`config.mk`:
```
export PLATFORM = sky130hd
export DESIGN_NAME = axi_lite_fifo_slave
export DESIGN_NICKNAME = d
export VERILOG_FILES = /design/src/rtl/axi_lite_fifo_slave_pkg.sv /design/src/rtl/axi_lite_sync_fifo.sv /design/src/rtl/axi_lite_fifo_slave.sv
export SDC_FILE = /design/constraint.sdc
export NUM_CORES = 1
export LEC_CHECK = 0
export ABC_AREA = 1
export CORE_ASPECT_RATIO = 0.75
export CORE_MARGIN = 5
export CORE_UTILIZATION = 32
export CTS_BUF_LIST = sky130_fd_sc_hd__clkbuf_2 sky130_fd_sc_hd__clkbuf_4 sky130_fd_sc_hd__clkbuf_8
export DETAILED_ROUTE_END_ITERATION = 8
export HOLD_SLACK_MARGIN = 0.1
export PLACE_DENSITY = 0.55
export SYNTH_ARGS = -nofsm -noshare
export SYNTH_HDL_FRONTEND = slang
export SYNTH_SLANG_ARGS = --single-unit
```
`constraint.sdc`:
```
create_clock -name ACLK -period 5.2 [get_ports ACLK]
set_input_delay 0.52 -clock ACLK [delete_from_list [all_inputs] [get_ports ACLK]]
set_output_delay 0.52 -clock ACLK [all_outputs]
set_load 0.01 [all_outputs]
```
`src/rtl/axi_lite_fifo_slave_pkg.sv`:
```
// Shared AXI4-Lite types, register map and response codes for the FIFO slave.
// Also holds the FSM state enums and the register decoder used by the top.
package axi_lite_fifo_slave_pkg;

  localparam int unsigned ADDR_W = 32;
  localparam int unsigned DATA_W = 32;
  localparam int unsigned STRB_W = DATA_W / 8;

  typedef logic [ADDR_W-1:0] addr_t;
  typedef logic [DATA_W-1:0] data_t;
  typedef logic [STRB_W-1:0] strb_t;
  typedef logic [1:0]        resp_t;
  typedef logic [3:0]        cach_t;
  typedef logic [2:0]        prot_t;

  localparam addr_t DATA_OFS   = addr_t'('h0);
  localparam addr_t STATUS_OFS = addr_t'('h4);
  localparam addr_t CTRL_OFS   = addr_t'('h8);

  localparam resp_t RESP_OKAY   = 2'b00;
  localparam resp_t RESP_SLVERR = 2'b10;
  localparam resp_t RESP_DECERR = 2'b11;

  localparam addr_t ADDR_LSB_MASK = addr_t'(STRB_W - 1);

  typedef enum logic [1:0] {REG_DATA, REG_STATUS, REG_CTRL, REG_NONE} reg_e;
  typedef enum logic {W_IDLE, W_RESP} wstate_e;
  typedef enum logic {R_IDLE, R_RESP} rstate_e;

  // Byte-lane bits are dropped so any address within a word hits that word.
  function automatic reg_e decode_reg(input addr_t a);
    addr_t al;
    reg_e  r;
    al = a & ~ADDR_LSB_MASK;
    case (al)
      DATA_OFS:   r = REG_DATA;
      STATUS_OFS: r = REG_STATUS;
      CTRL_OFS:   r = REG_CTRL;
      default:    r = REG_NONE;
    endcase
    return r;
  endfunction

endpackage

```
`src/rtl/axi_lite_sync_fifo.sv`:
```
// Synchronous FIFO with wrap-bit pointers, registered empty/full flags and a
// combinational head-of-queue output.
module axi_lite_sync_fifo
  import axi_lite_fifo_slave_pkg::*;
#(
  parameter  int unsigned FIFO_DEPTH = 16,
  localparam int unsigned CNT_W      = $clog2(FIFO_DEPTH) + 1
) (
  input  logic             ACLK,
  input  logic             ARESETN,
  input  logic             push,
  input  logic             pop,
  input  logic             flush,
  input  data_t            wdata,
  output data_t            rdata,
  output logic [CNT_W-1:0] count,
  output logic             empty,
  output logic             full
);

  localparam int unsigned IDX_W = CNT_W - 1;

  data_t            mem [FIFO_DEPTH];
  logic [CNT_W-1:0] wr_ptr;
  logic [CNT_W-1:0] rd_ptr;
  logic [CNT_W-1:0] wr_ptr_nxt;
  logic [CNT_W-1:0] rd_ptr_nxt;
  logic             push_ok;
  logic             pop_ok;

  always_comb begin
    push_ok    = push && !full;
    pop_ok     = pop && !empty;
    wr_ptr_nxt = wr_ptr;
    rd_ptr_nxt = rd_ptr;
    if (flush) begin
      wr_ptr_nxt = '0;
      rd_ptr_nxt = '0;
    end else begin
      if (push_ok) wr_ptr_nxt = wr_ptr + CNT_W'(1);
      if (pop_ok)  rd_ptr_nxt = rd_ptr + CNT_W'(1);
    end
  end

  // Flags are derived from the next pointers so they land on the same edge.
  always_ff @(posedge ACLK or negedge ARESETN) begin
    if (!ARESETN) begin
      wr_ptr <= '0;
      rd_ptr <= '0;
      empty  <= 1'b1;
      full   <= 1'b0;
    end else begin
      wr_ptr <= wr_ptr_nxt;
      rd_ptr <= rd_ptr_nxt;
      empty  <= (wr_ptr_nxt == rd_ptr_nxt);
      full   <= (wr_ptr_nxt[CNT_W-1] != rd_ptr_nxt[CNT_W-1]) &&
                (wr_ptr_nxt[IDX_W-1:0] == rd_ptr_nxt[IDX_W-1:0]);
    end
  end

  always_ff @(posedge ACLK) begin
    if (push_ok && !flush) mem[wr_ptr[IDX_W-1:0]] <= wdata;
  end

  assign rdata = mem[rd_ptr[IDX_W-1:0]];
  assign count = wr_ptr - rd_ptr;

endmodule

```
`src/rtl/axi_lite_fifo_slave.sv`:
```
// AXI4-Lite slave exposing a FIFO through DATA/STATUS/CTRL registers, with
// independent write (AW+W -> B) and read (AR -> R) state machines.
module axi_lite_fifo_slave
  import axi_lite_fifo_slave_pkg::*;
#(
  parameter  int unsigned FIFO_DEPTH = 16,
  localparam int unsigned CNT_W      = $clog2(FIFO_DEPTH) + 1
) (
  input  logic  ACLK,
  input  logic  ARESETN,
  input  addr_t AWADDR,
  input  cach_t AWCACHE,
  input  prot_t AWPROT,
  input  logic  AWVALID,
  output logic  AWREADY,
  input  data_t WDATA,
  input  strb_t WSTRB,
  input  logic  WVALID,
  output logic  WREADY,
  output resp_t BRESP,
  output logic  BVALID,
  input  logic  BREADY,
  input  addr_t ARADDR,
  input  cach_t ARCACHE,
  input  prot_t ARPROT,
  input  logic  ARVALID,
  output logic  ARREADY,
  output data_t RDATA,
  output resp_t RRESP,
  output logic  RVALID,
  input  logic  RREADY,
  output logic  fifo_empty,
  output logic  fifo_full
);

  wstate_e          wstate;
  wstate_e          wstate_nxt;
  rstate_e          rstate;
  rstate_e          rstate_nxt;
  logic             aw_held;
  logic             w_held;
  addr_t            awaddr_q;
  data_t            wdata_q;
  logic             wstrb0_q;
  resp_t            bresp_nxt;
  data_t            rdata_nxt;
  resp_t            rresp_nxt;
  logic             push;
  logic             pop;
  logic             flush;
  data_t            fifo_rdata;
  logic [CNT_W-1:0] fifo_count;
  data_t            status_word;
  logic             unused_ok;

  assign unused_ok = &{1'b0, AWCACHE, AWPROT, ARCACHE, ARPROT, WSTRB[STRB_W-1:1]};

  axi_lite_sync_fifo #(.FIFO_DEPTH(FIFO_DEPTH)) u_fifo (
    .ACLK    (ACLK),
    .ARESETN (ARESETN),
    .push    (push),
    .pop     (pop),
    .flush   (flush),
    .wdata   (wdata_q),
    .rdata   (fifo_rdata),
    .count   (fifo_count),
    .empty   (fifo_empty),
    .full    (fifo_full)
  );

  always_comb begin
    status_word              = '0;
    status_word[0]           = fifo_empty;
    status_word[1]           = fifo_full;
    status_word[8 +: CNT_W]  = fifo_count;
  end

  assign AWREADY = (wstate == W_IDLE) && !aw_held;
  assign WREADY  = (wstate == W_IDLE) && !w_held;
  assign BVALID  = (wstate == W_RESP);
  assign ARREADY = (rstate == R_IDLE);
  assign RVALID  = (rstate == R_RESP);

  always_comb begin
    wstate_nxt = wstate;
    push       = 1'b0;
    flush      = 1'b0;
    bresp_nxt  = RESP_OKAY;
    case (wstate)
      W_IDLE: begin
        if (aw_held && w_held) begin
          wstate_nxt = W_RESP;
          case (decode_reg(awaddr_q))
            REG_DATA: begin
              if (fifo_full) bresp_nxt = RESP_SLVERR;
              else           push      = 1'b1;
            end
            REG_STATUS: bresp_nxt = RESP_SLVERR;
            REG_CTRL:   flush     = wdata_q[0] && wstrb0_q;
            default:    bresp_nxt = RESP_DECERR;
          endcase
        end
      end
      W_RESP: begin
        if (BREADY) wstate_nxt = W_IDLE;
      end
      default: wstate_nxt = W_IDLE;
    endcase
  end

  // AW and W are latched independently; the op runs once both are held.
  always_ff @(posedge ACLK or negedge ARESETN) begin
    if (!ARESETN) begin
      wstate   <= W_IDLE;
      aw_held  <= 1'b0;
      w_held   <= 1'b0;
      awaddr_q <= '0;
      wdata_q  <= '0;
      wstrb0_q <= 1'b0;
      BRESP    <= RESP_OKAY;
    end else begin
      wstate <= wstate_nxt;
      if (AWVALID && AWREADY) begin
        aw_held  <= 1'b1;
        awaddr_q <= AWADDR;
      end
      if (WVALID && WREADY) begin
        w_held   <= 1'b1;
        wdata_q  <= WDATA;
        wstrb0_q <= WSTRB[0];
      end
      if (wstate == W_IDLE && aw_held && w_held) BRESP <= bresp_nxt;
      if (BVALID && BREADY) begin
        aw_held <= 1'b0;
        w_held  <= 1'b0;
      end
    end
  end

  always_comb begin
    rstate_nxt = rstate;
    pop        = 1'b0;
    rdata_nxt  = '0;
    rresp_nxt  = RESP_OKAY;
    case (rstate)
      R_IDLE: begin
        if (ARVALID) begin
          rstate_nxt = R_RESP;
          case (decode_reg(ARADDR))
            REG_DATA: begin
              if (fifo_empty) begin
                rresp_nxt = RESP_SLVERR;
              end else begin
                rdata_nxt = fifo_rdata;
                pop       = 1'b1;
              end
            end
            REG_STATUS: rdata_nxt = status_word;
            REG_CTRL:   rdata_nxt = '0;
            default:    rresp_nxt = RESP_DECERR;
          endcase
        end
      end
      R_RESP: begin
        if (RREADY) rstate_nxt = R_IDLE;
      end
      default: rstate_nxt = R_IDLE;
    endcase
  end

  always_ff @(posedge ACLK or negedge ARESETN) begin
    if (!ARESETN) begin
      rstate <= R_IDLE;
      RDATA  <= '0;
      RRESP  <= RESP_OKAY;
    end else begin
      rstate <= rstate_nxt;
      if (rstate == R_IDLE && ARVALID) begin
        RDATA <= rdata_nxt;
        RRESP <= rresp_nxt;
      end
    end
  end

endmodule

```
== Word-level counts from Yosys, hierarchy flattened ==
Memory sizes are Yosys's and may differ from the RTL's.
Cells that the tools add are included.

* Register bits after elaboration: 117
* Bits in writable memories: 512
* Bits of input ports: 121
* Output and inout port bits: 43
* Memories kept: 1

* Add/subtract/negate cells: 3
* Equality and inequality tests: 11
* Mux-type cells: 45
* Bitwise gates (word level): 2
* Reduce and logical (&&, ||, !) cells: 26

{| class="wikitable"
|+ Memory list
! memory !! depth !! width !! read ports !! clocked after memory_dff !! write ports !! RTL line !! text
|-
| u_fifo.mem || 16 || 32 || 1 || 0 || 1 || axi_lite_sync_fifo.sv:23 || <nowiki>data_t mem [FIFO_DEPTH];</nowiki>
|}

{| class="wikitable"
|+ Operator list
! cell !! number
|-
| 32-bit 2-to-1 mux || 3
|-
| 32-bit zero test || 2
|-
| 32-bit one-hot mux with 2 select lines || 1
|-
| 30-bit by 1-bit equality test with 1-bit output, second input constant || 2
|-
| 30-bit by 2-bit equality test with 1-bit output, second input constant || 2
|-
| 1-bit 2-to-1 mux || 21
|-
| 2-bit 2-to-1 mux || 10
|-
| 5-bit 2-to-1 mux || 4
|-
| 2-bit one-hot mux with 3 select lines || 3
|-
| 1-bit logical AND || 14
|-
| 5-bit by 1-bit adder with 5-bit output, second input constant || 2
|-
| 5-bit equality test || 1
|-
| 1-bit zero test || 5
|-
| 5-bit subtractor || 1
|-
| 2-bit by 1-bit equality test with 1-bit output, second input constant || 2
|-
| 2-bit equality test, second input constant || 2
|-
| 4-bit equality test || 1
|-
| 2-bit zero test || 2
|-
| 1-bit one-hot mux with 2 select lines || 2
|-
| 2-bit one-hot mux with 2 select lines || 1
|-
| 2-bit nonzero test || 2
|-
| 1-bit inverter || 2
|-
| 2-bit OR reduction || 1
|-
| 1-bit != test || 1
|}

== Logic depth before layout (Yosys ltp) ==
Gate-level depths: netlist of the first run.

* Depth in word-level cells: 13
* Depth in mapped cells: 16

== Hierarchy ==
Synthesis of the first run repeated with hierarchy kept, for this count alone.

* Cell total of the unflattened synthesis: 2094
* Area, all modules: 25625.8 um^2

{| class="wikitable"
|+ Modules (own cells, without submodules)
! module !! instances !! cells each !! area each (um^2) !! sequential area each (um^2)
|-
| axi_lite_sync_fifo || 1 || 1656 || 21309.2 || 15676.3
|-
| axi_lite_fifo_slave || 1 || 438 || 4316.6 || 2577.5
|}

== Least setup slack after synthesis of the first run ==
Ideal clock, no wire load.

* Path type: reg-to-reg
* Start point: register awaddr_q[21]
* End point: memory u_fifo.mem[11][0] (netlist name), enable pin
* Library setup time: 0.461 ns
* Data arrival time: 3.297 ns
* Setup slack: 1.442 ns
* Cell stages (with the launch flop): 8
* Clock period less this slack: 3.758 ns
* Cell sequence: dfrtp_1 > nor2_1 > nand3_2 > inv_1 > nand2_2 > nor2_4 > nand4_1 > nor3_1

* Longest elaborated chain between the ends: 12

{| class="wikitable"
|+ RTL lines
! item !! RTL line !! text
|-
| start, declared || axi_lite_fifo_slave.sv:42 || <nowiki>addr_t awaddr_q;</nowiki>
|-
| start signal, assigned || axi_lite_fifo_slave.sv:117 || <nowiki>awaddr_q <= '0;</nowiki>
|-
| start signal, assigned || axi_lite_fifo_slave.sv:125 || <nowiki>awaddr_q <= AWADDR;</nowiki>
|-
| 30-bit by 2-bit equality test with 1-bit output, or another cell as far along || axi_lite_fifo_slave_pkg.sv:35 || <nowiki>case (al)</nowiki>
|-
| 2-bit one-hot mux with 3 select lines (*) || axi_lite_fifo_slave_pkg.sv:35 ||
|-
| 2-bit 2-to-1 mux (*) || axi_lite_fifo_slave.sv:91 || <nowiki>if (aw_held && w_held) begin</nowiki>
|-
| 2-bit 2-to-1 mux (*) || axi_lite_fifo_slave.sv:89 || <nowiki>case (wstate)</nowiki>
|-
| 2-bit equality test / 2-bit zero test (equally long branches) || axi_lite_fifo_slave.sv:93 || <nowiki>case (decode_reg(awaddr_q))</nowiki>
|-
| 1-bit 2-to-1 mux || axi_lite_fifo_slave.sv:93 ||
|-
| 1-bit 2-to-1 mux || axi_lite_fifo_slave.sv:91 ||
|-
| 1-bit 2-to-1 mux || axi_lite_fifo_slave.sv:89 ||
|-
| 1-bit zero test / 1-bit logical AND (equally long branches) || axi_lite_sync_fifo.sv:62, axi_lite_sync_fifo.sv:32 ||
|-
| 1-bit logical AND (*) || axi_lite_sync_fifo.sv:62 || <nowiki>if (push_ok && !flush) mem[wr_ptr[IDX_W-1:0]] <= wdata;</nowiki>
|-
| 1-bit 2-to-1 mux (*) || axi_lite_sync_fifo.sv:62 ||
|-
| 1-bit 2-to-1 mux (implied by the code) (*) || axi_lite_sync_fifo.sv:62 ||
|-
| end, declared || axi_lite_sync_fifo.sv:23 ||
|}

Mark *: on every way between the ends. The rest lies on a longest branch, timed or not. The select of a mux whose other input is x is not followed.

== Worst setup path after layout of the first run ==
* Start point: register u_fifo.rd_ptr[1]
* End point: register RDATA[26]

* Longest elaborated chain between the ends: 5

{| class="wikitable"
|+ RTL lines
! item !! RTL line !! text
|-
| start, declared || axi_lite_sync_fifo.sv:25 || <nowiki>logic [CNT_W-1:0] rd_ptr;</nowiki>
|-
| start signal, assigned || axi_lite_sync_fifo.sv:54 || <nowiki>rd_ptr <= rd_ptr_nxt;</nowiki>
|-
| memory 16 x 32 bit || - ||
|-
| 32-bit 2-to-1 mux || axi_lite_fifo_slave.sv:151 || <nowiki>if (fifo_empty) begin</nowiki>
|-
| 32-bit one-hot mux with 2 select lines || axi_lite_fifo_slave.sv:149 || <nowiki>case (decode_reg(ARADDR))</nowiki>
|-
| 32-bit 2-to-1 mux || axi_lite_fifo_slave.sv:147 || <nowiki>if (ARVALID) begin</nowiki>
|-
| 32-bit 2-to-1 mux || axi_lite_fifo_slave.sv:145 || <nowiki>case (rstate)</nowiki>
|-
| end signal, assigned || axi_lite_fifo_slave.sv:179 || <nowiki>RDATA <= rdata_nxt;</nowiki>
|-
| end, declared || axi_lite_fifo_slave.sv:28 || <nowiki>output data_t RDATA,</nowiki>
|}

Every way passes these cells.
A chain may end at the register's enable or synchronous reset.

==> results by stage, run 1 <==
Power and ir drop:
- In this run the power density over the cells is about 400 nW/um^2.
- The worst-case IR drop observed on VDD is around 0.23 mV.
- The switching share of power is 0.243.
- The net switching power of the design is around 2.9 mW.
- The reported leakage power is 10.5 nW.
- The power share of the combinational group is 0.060.
- The internal power component is ~9 mW.
- The power share of the clock group is 0.355.
- The share of total power dissipated in sequential elements is 0.585.

Finish:
- Compared with the post-synthesis result, the final layout area differs by 18.5%.
- Of the cells placed in the final design, the portion with a size suffix greater than 1 is 0.147.
- The number of fill cells is around 7.4k.
- Measured on the finished design, the core utilization comes to 0.381.
- The combined area of the multi-input logic cells is about 6100 sq um.
- The count of nets after finishing is approximately 2.3k.
- The combined flip-flop and latch cell area is approximately 18000 sq um.
- The post-route cell area is roughly 30000 sq um.

Clock network:
- The total number of H-tree levels is 3.
- The insertion delay of the later-clocked pin in the worst-skew pair is approximately 0.70 ns.
- The cell chosen for the clock root is clkbuf_8.
- TritonCTS built the clock tree.
- The quantity of hold-fixing buffers added after cts is 1.
- The number of gates resized after CTS is 0.
- Buffers inserted during clock tree synthesis total 98.
- No sink is reached through more buffers than the 3 on the longest clock path.
- The clock input transition at the sequential cells of the worst setup and hold paths is about 0.06 ns.
- The clock drives 627 sinks.
- Once the clock tree was built, the setup fixing pass inserted 0 buffers.

Drt:
- The first routing iteration left about 1.4k violations.
- The remaining routing DRC violations is 0.
- After detailed routing, the total wire length is between 60 and 70 mm.
- The detail route stage leaves a number of antenna-violating nets equal to 0.
- The routed length per placed instance is a little over 20 microns.
- After detailed routing, the number of vias per cell comes to 4.98.
- The first-pass detailed-route iteration total is 5.
- The final route contains 16.2k vias.

Worst setup path:
- The worst register-to-register path begins at u_fifo.rd_ptr[1].
- The worst setup path startpoint is u_fifo.rd_ptr[1].
- In this run the worst setup path terminates at RDATA[26].
- The reg-to-reg critical path endpoint is RDATA[26].
- Along the worst path, the maximum fanout reaches 36.
- Setup slack on the worst reg-to-reg path comes out at 1.50 ns.
- The startpoint-to-endpoint class of the critical path is flop to flop.
- The signal arrival time at the worst endpoint is 4.31 ns.
- The data required time of the critical path is roughly 5.8 ns.
- The sort of element at the end of the critical path is a flop.
- Measured in cells, the most critical reg-to-reg path has a length of 8.
- The worst setup path is launched from a flop.

Global routing:
- The global route total overflow is 0.
- The first global-routing pass estimated a little over 100 mm of wire.
- The via count of the first global-routing pass is between 15k and 20k.
- Entering global routing, the biggest net connects 228 pins.
- The total routing resource utilization after global routing is 0.157.
- The number of antenna violations at the first check in global routing is 2.

Timing:
- The worst relative slew slack is 0.209.
- The clock arrives with 0.0287 ns of skew.
- The number of pins exceeding their max-slew limit in the final report is 0.
- Setup repair after global routing left no endpoint under its margin.
- Summed over all failing endpoints, the final setup total negative slack is 0 ns.
- Derived from the worst setup path, the maximum achievable clock frequency is approximately 270 MHz.
- The worst hold slack after final layout is between 0.2 and 0.3 ns.
- At the pin with the least slew margin, the transition time is 1.18 ns.
- The post-route minimum period is 3.70 ns.
- The final critical-path share of the clock period is 0.712.
- The number of hold violations in the final report is 0.
- Setup violations remaining at the end of the flow were counted as 0.

Floorplan:
- From left edge to right edge, the die measures between 300 and 400 microns.
- The top-level port count is 164.
- The floorplan step defined a core boundary enclosing ~78000 sq um.
- The die covers about 84000 sq um.
- The die height is roughly 250 microns.
- Row generation in the floorplan step produced roughly 90 rows.
- For this configuration, the core starts out at a cell density of 0.322.

Logic synthesis:
- The number of nets in the synthesized netlist is roughly 2.1k.
- After synthesis, the mean cell area works out to roughly 13 sq um.
- The number of flops mapped to enable cells by yosys is between 500 and 600.
- Counting distinct cell types in the post-synthesis netlist gives 53.
- The most instantiated flip-flop cell in the synthesis netlist is edfxtp_1.
- The number of synthesized register bits is 627.
- The area of the mapped netlist is ~25000 sq um.
- The proportion of synthesized flip-flops having asynchronous set or reset is 0.183.
- The total number of yosys warnings is 0.
- The share of synthesized area occupied by flip-flops and latches is 0.725.
- The gate count of the mapped netlist is between 1.5k and 2k.

Min path:
- The classification of the worst-slack hold path is input port to async pin.

Place:
- The placed cell area is 27800 sq um.
- Detailed placement finished with a half-perimeter wire length of 37.0 mm.
- The final RePlAce weighted congestion is ~0.76.
- In this run the tool buffered the top-level ports with roughly 140 buffer cells.

Outcome:
- The flow ran to the end, and the final reports show no timing, DRC or antenna violations.

Job:
- The number of maximum-capacitance violations is 0.
==> routing by layer <==
metal | global-route usage | vias to the layer above | share of wire
li1 | - | 7492 | -
met3 | 0.0321 | 104 | 0.061
met5 | 0 | - | 0
met2 | 0.255 | 487 | 0.47
met4 | 0.0383 | 0 | 0.017
met1 | 0.219 | 8137 | 0.45
==> power by group through the flow <==
| stage | clock [mW] | sequential [mW] | combinational (mW) |
|---|---|---|---|
| after global placement | 0 | 7.04 | 0.708 |
| after detailed placement | 0 | 7.09 | 0.730 |
| after floorplan | 0 | 6.81 | 0.465 |
| final | 4.24 | 6.99 | 0.716 |
| after CTS | 4.35 | 6.99 | 0.735 |
| after global routing | 4.58 | 7.08 | 0.802 |
==> cells in the mapped netlist, types with 19 or more instances <==
master / number / share of area
edfxtp_1: 512 / 0.61
o21ai_0: 184 / 0.037
nand3_1: 94 / 0.019
clkbuf_1: 51 / 0.0076
o221ai_1: 42 / 0.015
a31oi_1: 28 / 0.0070
nor2_1: 221 / 0.033
mux2_2: 54 / 0.024
buf_2: 44 / 0.0087
nand2_1: 269 / 0.040
dfrtp_1: 114 / 0.11
inv_1: 83 / 0.012
o22ai_1: 19 / 0.0047
a21oi_1: 86 / 0.017
==> layout by cell type (no fill, tap or decap), types with 10 or more instances in the layout <==
cell	count
o31ai_1	15
clkdlybuf4s50_1	141
nor2_4	19
o21ai_0	184
inv_1	83
nand2_1	266
clkinv_1	14
clkbuf_4	45
nand4_1	16
o21ai_1	10
a31oi_1	28
buf_4	35
dfrtp_1	111
nor2_1	208
nand3_1	94
clkbuf_8	108
o22ai_1	19
o221ai_1	42
a21oi_1	86
edfxtp_1	512
mux2_2	54
==> how the worst min path moves through the flow <==
stage                     cells after the start         to
after global routing                          2  RDATA[19]
after detailed placement                      1  RDATA[19]
after global placement                        1  RDATA[19]
after CTS                                     2  RDATA[19]
after floorplan                               0   BRESP[0]
final                                         2  RDATA[19]
==> sequential cells by signal, indices dropped and copies added, names as in the netlist, 2 cells and up <==
name           cells
RRESP              2
u_fifo.mem       512
wdata_q           32
u_fifo.wr_ptr      5
u_fifo.rd_ptr      5
awaddr_q          30
BRESP              2
RDATA             32
==> stage by stage <==
stage	setup slack, ns	power, mW	instances
5_1_grt	1.25	12.5	3260
2_1_floorplan	1.44	7.28	1967
4_1_cts	1.39	12.1	3258
6_report	1.50	12.0	3260
3_3_place_gp	1.49	7.74	3079
3_5_place_dp	1.44	7.82	3079
==> cells by family after synthesis <==
logic type	after synthesis	synth area share
and+or+nand+nor	637	0.108
DFF	627	0.725
AOI/OAI and AO/OA	422	0.0990
buffers and inverters	210	0.0356
muxes	54	0.0242
adders and majority gates	10	0.00527
xor gates and xnor gates	7	0.00244
==> cell type report <==
class                           instances  share of cell area
Clock inverter                         25             0.00617
Clock buffer                          153              0.0612
Multi-Input combinational cell       1130               0.206
Tap cell                             1046              0.0439
Inverter                               98              0.0126
Antenna cell                            2            0.000168
Timing Repair Buffer                  179              0.0575
Sequential cell                       627               0.612
==> worst max-delay path, cell delays in order, from the launching register on <==
cell and delay, ns:
dfrtp_2 0.72, nand2_2 0.78, clkinv_1 1.00, nand2_1 0.25, a21oi_1 0.06, a211oi_1 0.21
o21ai_0 0.14, a21oi_1 0.30, a21o_1 0.13
(Power assumes the default switching activity.)
==> inputs of run 2 (changes only) <==
--- a/config.mk
+++ b/config.mk
@@ -12,7 +12,7 @@
 export CTS_BUF_LIST = sky130_fd_sc_hd__clkbuf_2 sky130_fd_sc_hd__clkbuf_4 sky130_fd_sc_hd__clkbuf_8
 export DETAILED_ROUTE_END_ITERATION = 8
 export HOLD_SLACK_MARGIN = 0.1
-export PLACE_DENSITY = 0.55
+export PLACE_DENSITY = 0.57
 export SYNTH_ARGS = -nofsm -noshare
 export SYNTH_HDL_FRONTEND = slang
 export SYNTH_SLANG_ARGS = --single-unit
==> constraint.sdc (replaced) <==
create_clock -name ACLK -period 3.2 [get_ports ACLK]
set_input_delay 0.32 -clock ACLK [delete_from_list [all_inputs] [get_ports ACLK]]
set_output_delay 0.32 -clock ACLK [all_outputs]
set_load 0.01 [all_outputs]
==> run 2 against run 1 <==
Sequential power grew 63%. Hold slack worse by 0.072 ns. Total power increased by 64%. Non-clock buffer count rose by 13. Combinational power is 66% higher. Flip-flop and latch count did not move. Setup slack worse by 0.84 ns. Register-to-register slack lost 0.84 ns. Clock power up 66%. Cell count is 0.43% higher. Sequential share of layout area down 0.81 points. Utilization grew 0.51 points. Critical endpoint is now u_fifo.mem[3][13].
==> results by stage, run 2 (synthesis gave the netlist of run 1 again) <==
Outcome:
- The flow ran to the end, and the final reports show no timing, DRC or antenna violations.

Finish:
- Leaving out fill and tap cells, the most frequent cell in the layout is edfxtp_1.
- Relative to the synthesized area, the layout overhead comes to 20.0%.
- Of the cells placed in the final design, the portion with a size suffix greater than 1 is 0.152.
- The top cell types in the final layout, fill and taps aside, are 512 x edfxtp_1, 266 x nand2_1, 208 x nor2_1, 184 x o21ai_0, 141 x clkdlybuf4s50_1.
- The count of nets after finishing is 2277.
- The number of flip-flops in the largest register is 512.
- The utilization of the core after routing is 0.386.
- The number of antenna diodes in the final layout is 0.
- The count of cells in the finished layout, fillers not included, comes to 3274.
- The number of fill cells is between 7k and 8k.
- The post-route cell area is 30200 sq um.

Global routing:
- The via count of the first global-routing pass is 16.7k.
- The wire length of the first global-routing pass is between 100 and 150 mm.
- In the global route stage, overall resource usage came out at 0.154.
- The pin count of the biggest net entering global routing is ~180.
- For this run the aggregate overflow at the end of global routing stands at 0.
- The number of antenna violations at the first check in global routing was 1.

Clock network:
- The post-CTS setup repair buffer count is 0.
- CTS saw 627 sinks.
- TritonCTS built the clock tree.
- In this run the clock root is driven by a clkbuf_8.
- The longest clock path from root to sink contains 3 buffers.
- The clock input transition at the sequential cells of the worst setup and hold paths is ~0.060 ns.
- The insertion delay of the later-clocked pin in the worst-skew pair is about 0.69 ns.
- The clock buffer count from CTS is just under 100.
- The H-tree was split into 3 levels.

Worst setup path:
- Across all register-to-register paths, the minimum setup slack is 0.66 ns.
- The count of cells along the worst register-to-register path is 11.
- The startpoint identified for the worst register-to-register timing path is awaddr_q[15].
- Of all nets on the critical path, the largest fanout is 23.
- Data arrives at the worst endpoint at 2.86 ns.
- The worst setup path is of the flop to flop kind.
- The worst setup path startpoint is awaddr_q[15].
- The worst register-to-register path ends at u_fifo.mem[3][13].
- The sort of element at the end of the critical path is a flop.
- The destination of the critical timing path is u_fifo.mem[3][13].
- The worst setup path is launched from a flop.
- Data on the critical path is required at its endpoint by about 3.5 ns.

Floorplan:
- The core outline area is about 80000 sq um.
- The top-level port count is between 150 and 200.
- The initial cell density of the core is 0.322.
- The standard-cell row count is 89.
- The die covers roughly 84000 sq um.
- The die height is 253 microns.
- From left edge to right edge, the die measures roughly 330 microns.

Power and ir drop:
- The analysis attributes to cell leakage a power of roughly 11 nW.
- The power density over the cells is around 650 nW/um^2.
- The worst vdd rail ir drop is about 0.32 mV.

Drt:
- The total vias in the final route is 16.3k.
- The first-pass detailed-route iteration total is 5.
- The mean number of vias per cell is approximately 5.0.
- The overall routed net length is around 66 mm.
- The remaining routing DRC violations is 0.
- The antenna violation net count after detailed routing is 0.
- The routed length per placed instance is approximately 20 microns.
- In this run, the number of DRC markers left after iteration 0 of detailed routing was 1690.

Timing:
- The worst-case clock skew is approximately 0.032 ns.
- The routed design could run at a clock period as short as roughly 2.5 ns.
- On the final layout, the worst hold slack is about 0.22 ns.
- The achievable frequency is approximately 390 MHz.
- The number of pins exceeding their max-slew limit in the final report is 0.
- At the pin with the least slew margin, the transition time is ~1.1 ns.
- The number of setup violations in the final report is 0.
- Setup repair after global routing left no endpoint under its margin.
- The final critical-path share of the clock period is 0.795.
- Headroom to the max-slew limit came out at 0.267.
- The number of hold violations in the final report is 0.

Place:
- Routability-driven placement finished with a final weighted congestion of about 0.78.
- The placed cell area is between 20000 and 30000 sq um.
- The half-perimeter wire length after placement is roughly 36 mm.
- During placement, the flow inserted port buffers numbering approximately 140.
- Counting tap cells, the placed design contains a total of slightly above 3k instances.

Job:
- Max-cap violations in this run came to 0.

Min path:
- The classification of the worst-slack hold path is input port to flop.
## run 2: power by group
part	internal, mW	switching (mW)	leakage, nW
clock	3.87	3.15	1.09
combinational	0.652	0.537	3.53
sequential	10.3	1.08	6.03
## run 2: timing repair
action	in CTS	in global routing
gates resized for setup	0	0
hold endpoints to repair	66	0
hold buffers	1	0
## run 2: area by class of cell
type / count / area, sq um / area share
Clock inverter: 41 / 338 / 0.0112
Inverter: 98 / 374 / 0.0124
Tap cell: 1046 / 1310 / 0.0433
Sequential cell: 627 / 18300 / 0.604
Clock buffer: 140 / 1710 / 0.0567
Multi-Input combinational cell: 1130 / 6150 / 0.203
Timing Repair Buffer: 192 / 2080 / 0.0687
## run 2: layer usage
layer	GRT usage	share of wire	vias to the layer above
li1	-	-	7517
met1	0.210	0.44	8169
met2	0.250	0.47	498
met3	0.0323	0.060	136
met4	0.0492	0.027	0
met5	0	0	-
## run 2: metrics by stage
| stage | TNS, ns | setup WS, ns | total power [mW] |
|---|---|---|---|
| 2_1_floorplan | -53.52 | -0.558 | 11.8 |
| 3_3_place_gp | 0 | 0.662 | 12.6 |
| 3_5_place_dp | 0 | 0.658 | 12.7 |
| 4_1_cts | 0 | 0.613 | 19.8 |
| 5_1_grt | 0 | 0.416 | 20.4 |
| 6_report | 0 | 0.656 | 19.6 |
## run 2: critical path, cell delays in order (launching register included)
cell and delay [ns]:
dfrtp_1 0.35, nor2_1 0.05, nand2_1 0.15, inv_2 0.05, nand2_2 0.10, nor2_4 0.05
nand2_4 0.09, clkinv_2 0.09, nand2_2 0.21, clkinv_1 0.25, nor3_2 0.30, buf_4 0.47
## run 2: worst min path at each step
stage / startpoint / endpoint / slack (ns) / cells after the start
after detailed placement: ARESETN / wdata_q[19] / 0.43 / 1
after global routing: AWADDR[13] / awaddr_q[13] / 0.19 / 3
final: RREADY / RVALID / 0.22 / 2
after CTS: RREADY / RVALID / 0.15 / 2
after floorplan: ARESETN / BRESP[0] / 0.02 / 0
after global placement: ARESETN / wdata_q[19] / 0.43 / 1
==> inputs of run 3 (changes only) <==
--- a/config.mk
+++ b/config.mk
@@ -12,7 +12,7 @@
 export CTS_BUF_LIST = sky130_fd_sc_hd__clkbuf_2 sky130_fd_sc_hd__clkbuf_4 sky130_fd_sc_hd__clkbuf_8
 export DETAILED_ROUTE_END_ITERATION = 8
 export HOLD_SLACK_MARGIN = 0.1
-export PLACE_DENSITY = 0.57
+export PLACE_DENSITY = 0.55
 export SYNTH_ARGS = -nofsm -noshare
 export SYNTH_HDL_FRONTEND = slang
 export SYNTH_SLANG_ARGS = --single-unit
==> constraint.sdc (replaced) <==
create_clock -name ACLK -period 2.5 [get_ports ACLK]
set_input_delay 0.25 -clock ACLK [delete_from_list [all_inputs] [get_ports ACLK]]
set_output_delay 0.25 -clock ACLK [all_outputs]
set_load 0.01 [all_outputs]
==> run 3 against run 2 <==
First-iteration DRC count shrank 12%. Die area is the same. Cell count increased by 1.2%. Total power up 28%. Combinational power increased by 32%. Sequential share of layout area down 0.98 points. Routed wire length increased by 0.67%. Hold slack got worse by 0.055 ns. Critical path type unchanged. Largest power group unchanged.
==> results by stage, run 3 (synthesis gave the netlist of run 1 again) <==
Outcome:
- The run finished with clean final reports.

Power and ir drop:
- The internal power component is 18.8 mW.
- The share of total power dissipated in combinational logic is 0.063.
- The worst vdd rail ir drop is approximately 0.6 mV.
- The reported leakage power is 10.9 nW.
- Of the total power, registers draw 0.584.
- In this run the power density over the cells is about 810 nW/um^2.
- The switching share of power is 0.247.
- In this run the power spent charging and discharging nets is 6.18 mW.
- The power share of the clock group is 0.353.

Global routing:
- The global route total overflow is 0.
- For met1 alone, demand over resource in global routing was 0.224.
- The total routing resource utilization after global routing is 0.154.
- The number of antenna violations at the first check in global routing is 2.
- Entering global routing, the biggest net connects 75 pins.
- In the global route stage, met2 resource usage came out at 0.238.
- The first global-routing pass estimated 99.4 mm of wire.
- The via count of the first global-routing pass was roughly 16k.
- The met3 routing resource usage after global routing is 0.0266.
- The global routing stage identified its most utilized layer as met2.

Place:
- The placed instances occupy a cell area of roughly 29000 sq um.
- Buffers placed on the I/O ports in this run total 142.
- The half-perimeter wire length after placement is about 40 mm.
- OpenSTA, run right after detailed placement, puts the worst setup slack at between 0.09 and 0.1 ns.
- The final RePlAce weighted congestion is ~0.80.

Clock network:
- The number of clock sinks is roughly 630.
- In this run, CTS created clock tree buffers numbering 94.
- CTS built an H-tree with a depth of 3.
- The cell chosen for the clock root is clkbuf_8.
- The clock passes through at most 3 buffers.
- The clock tree from TritonCTS is yes.
- Clock-pin slew was measured on the worst setup and hold paths at around 0.07 ns.
- The insertion delay of the later-clocked pin in the worst-skew pair is about 0.7 ns.

Min path:
- The terminating pin of the worst hold path is RVALID.
- Along the worst hold path, the cell count comes to 2.
- In this run the worst hold path is classified as input port to flop.
- In this run the most critical hold path is launched from RREADY.

Timing:
- The final critical-path share of the clock period is 0.956.
- Setup repair after global routing could not meet its margin everywhere.
- The post-route minimum period is about 2.4 ns.
- The number of hold violations in the final report is 0.
- Static timing analysis puts the maximum clock frequency at about 420 MHz.
- The number of setup violations in the final report is 0.
- The worst relative slew slack is 0.538.
- The final worst-path setup slack is approximately 0.11 ns.
- The slew of the pin with the lowest slew margin is between 0.6 and 0.7 ns.
- The number of pins exceeding their max-slew limit in the final report is 0.
- Across the routed clock network, the largest skew measured is around 0.029 ns.

Drt:
- In this run the remaining antenna-violating nets after routing total 0.
- The total vias in the final route is 16.3k.
- The first routing iteration left ~1.5k violations.
- The overall routed net length is about 67 mm.
- The routed length per placed instance is 20.2 microns.
- The first-pass detailed-route iteration total is 5.
- After detailed routing, the number of remaining DRC violations is 0.
- The mean number of vias per cell is between 4 and 5.

Finish:
- The number of flip-flops in the largest register is 512.
- Leaving out fill and tap cells, the most frequent cells in the layout are 512 x edfxtp_1, 265 x nand2_1, 208 x nor2_1, 184 x o21ai_0, 141 x clkdlybuf4s50_1.
- In the final layout, the share of cells above drive strength 1 is 0.162.
- The layout-stage area growth over the synthesis result is 22.0%.
- The post-route cell area is roughly 30000 sq um.
- The most common cell after layout, fill and taps aside is edfxtp_1.
- The count of nets after finishing is 2317.

Worst setup path:
- STA classifies the critical path endpoint as a flop.
- By startpoint and endpoint, the worst setup path is classified as flop to flop.
- The source of the worst register-to-register timing path is awaddr_q[17].
- The critical-path cell with the highest stage delay is dfrtp_1.
- The data required time of the critical path is 2.86 ns.
- The setup slack of the worst register-to-register path is 0.11 ns.
- The delay of the slowest cell on the worst path is between 0.3 and 0.4 ns.
- Traced cell by cell, the critical path runs through nor2_1 > nand2_1 > nor2_1 > nand2_1 > nor2_4 > nand3_2 > inv_1 > nand2_1 > nor2_4 > buf_4.
- The signal arrival time at the worst endpoint is between 2 and 3 ns.
- The worst register-to-register path ends at u_fifo.mem[9][0].
- Along the worst path, the maximum fanout reaches 10.
- The most frequent cell on the critical path is nand2_1.
- STA classifies the critical path startpoint as a flop.
- The critical path starts at awaddr_q[17].
- The count of cells along the worst register-to-register path is 10.

Floorplan:
- For this configuration, the core starts out at a cell density of 0.322.
- From left edge to right edge, the die measures 334 microns.
- The die height is 253 microns.
- The floorplan die area is 84400 sq um.
- The standard-cell row count is around 90.
- In this run the standard cell core region covers ~78000 sq um.
- The top-level port count is 164.

Job:
- Across the run, the number of max-cap violations was 0.
run 3: changes by cell type in the layout (fill, tap and decap cells not counted), moves of 4 or more:
cell           change
buf_4             +20
buf_12            +16
dlygate4sd3_1      +7
clkinv_1           +4
clkinv_2           -4
run 3: layout make-up:
type | instances | area, sq um
fillers | 7316 | 47600
flip-flops and latches | 627 | 18300
multi-input cells | 1130 | 6170
repair buffers | 235 | 2620
clock buffers | 138 | 1710
well taps | 1046 | 1310
inverters | 98 | 374
clock inverters | 38 | 283
diodes | 1 | 2.50
run 3: routing by layer:
layer,up-vias,part of all wire
met5,-,0
met1,8187,0.47
met3,110,0.052
met2,399,0.46
met4,0,0.020
li1,7593,-
run 3: worst max path at each step:
stage | endpoint | slack, ns
finish | u_fifo.mem[9][0] | 0.11
global route | u_fifo.mem[0][9] | -0.08
CTS | u_fifo.mem[10][5] | 0.06
detailed placement | u_fifo.mem[10][15] | 0.09
global placement | u_fifo.mem[10][15] | 0.11
floorplan | u_fifo.mem[0][0] | -0.46
run 3: what timing repair did:
item | CTS | global route
hold endpoints to repair | 121 | 0
setup buffers | 0 | 2
setup endpoints to repair | 0 | 299
gates resized for setup | 0 | 1
hold buffers | 8 | 0
run 3: power by group through the flow:
stage	registers, mW	logic [mW]	clock network (mW)
3_5_place_dp	14.8	1.59	0
6_report	14.6	1.57	8.82
2_1_floorplan	14.2	0.967	0
4_1_cts	14.6	1.61	9.07
3_3_place_gp	14.7	1.56	0
5_1_grt	14.8	1.74	9.52
run 3: worst max-delay path, delay by kind of cell, from the launching register on:
family	cells	cell delay, ns
and+or+nand+nor	8	1.27
buffers and inverters	2	0.40
DFF	1	0.38
run 3: stage by stage:
stage	util	cells	power (mW)	hold WS, ns	TNS (ns)
after floorplan	-	1967	15.1	-0.0456	-211.47
after detailed placement	0.366	3126	16.4	0.242	0
final	0.392	3313	25.0	0.165	0
after global routing	0.392	3313	26.0	0.119	-8.29
after CTS	0.392	3310	25.3	0.100	0
after global placement	0.366	3126	16.3	0.240	0
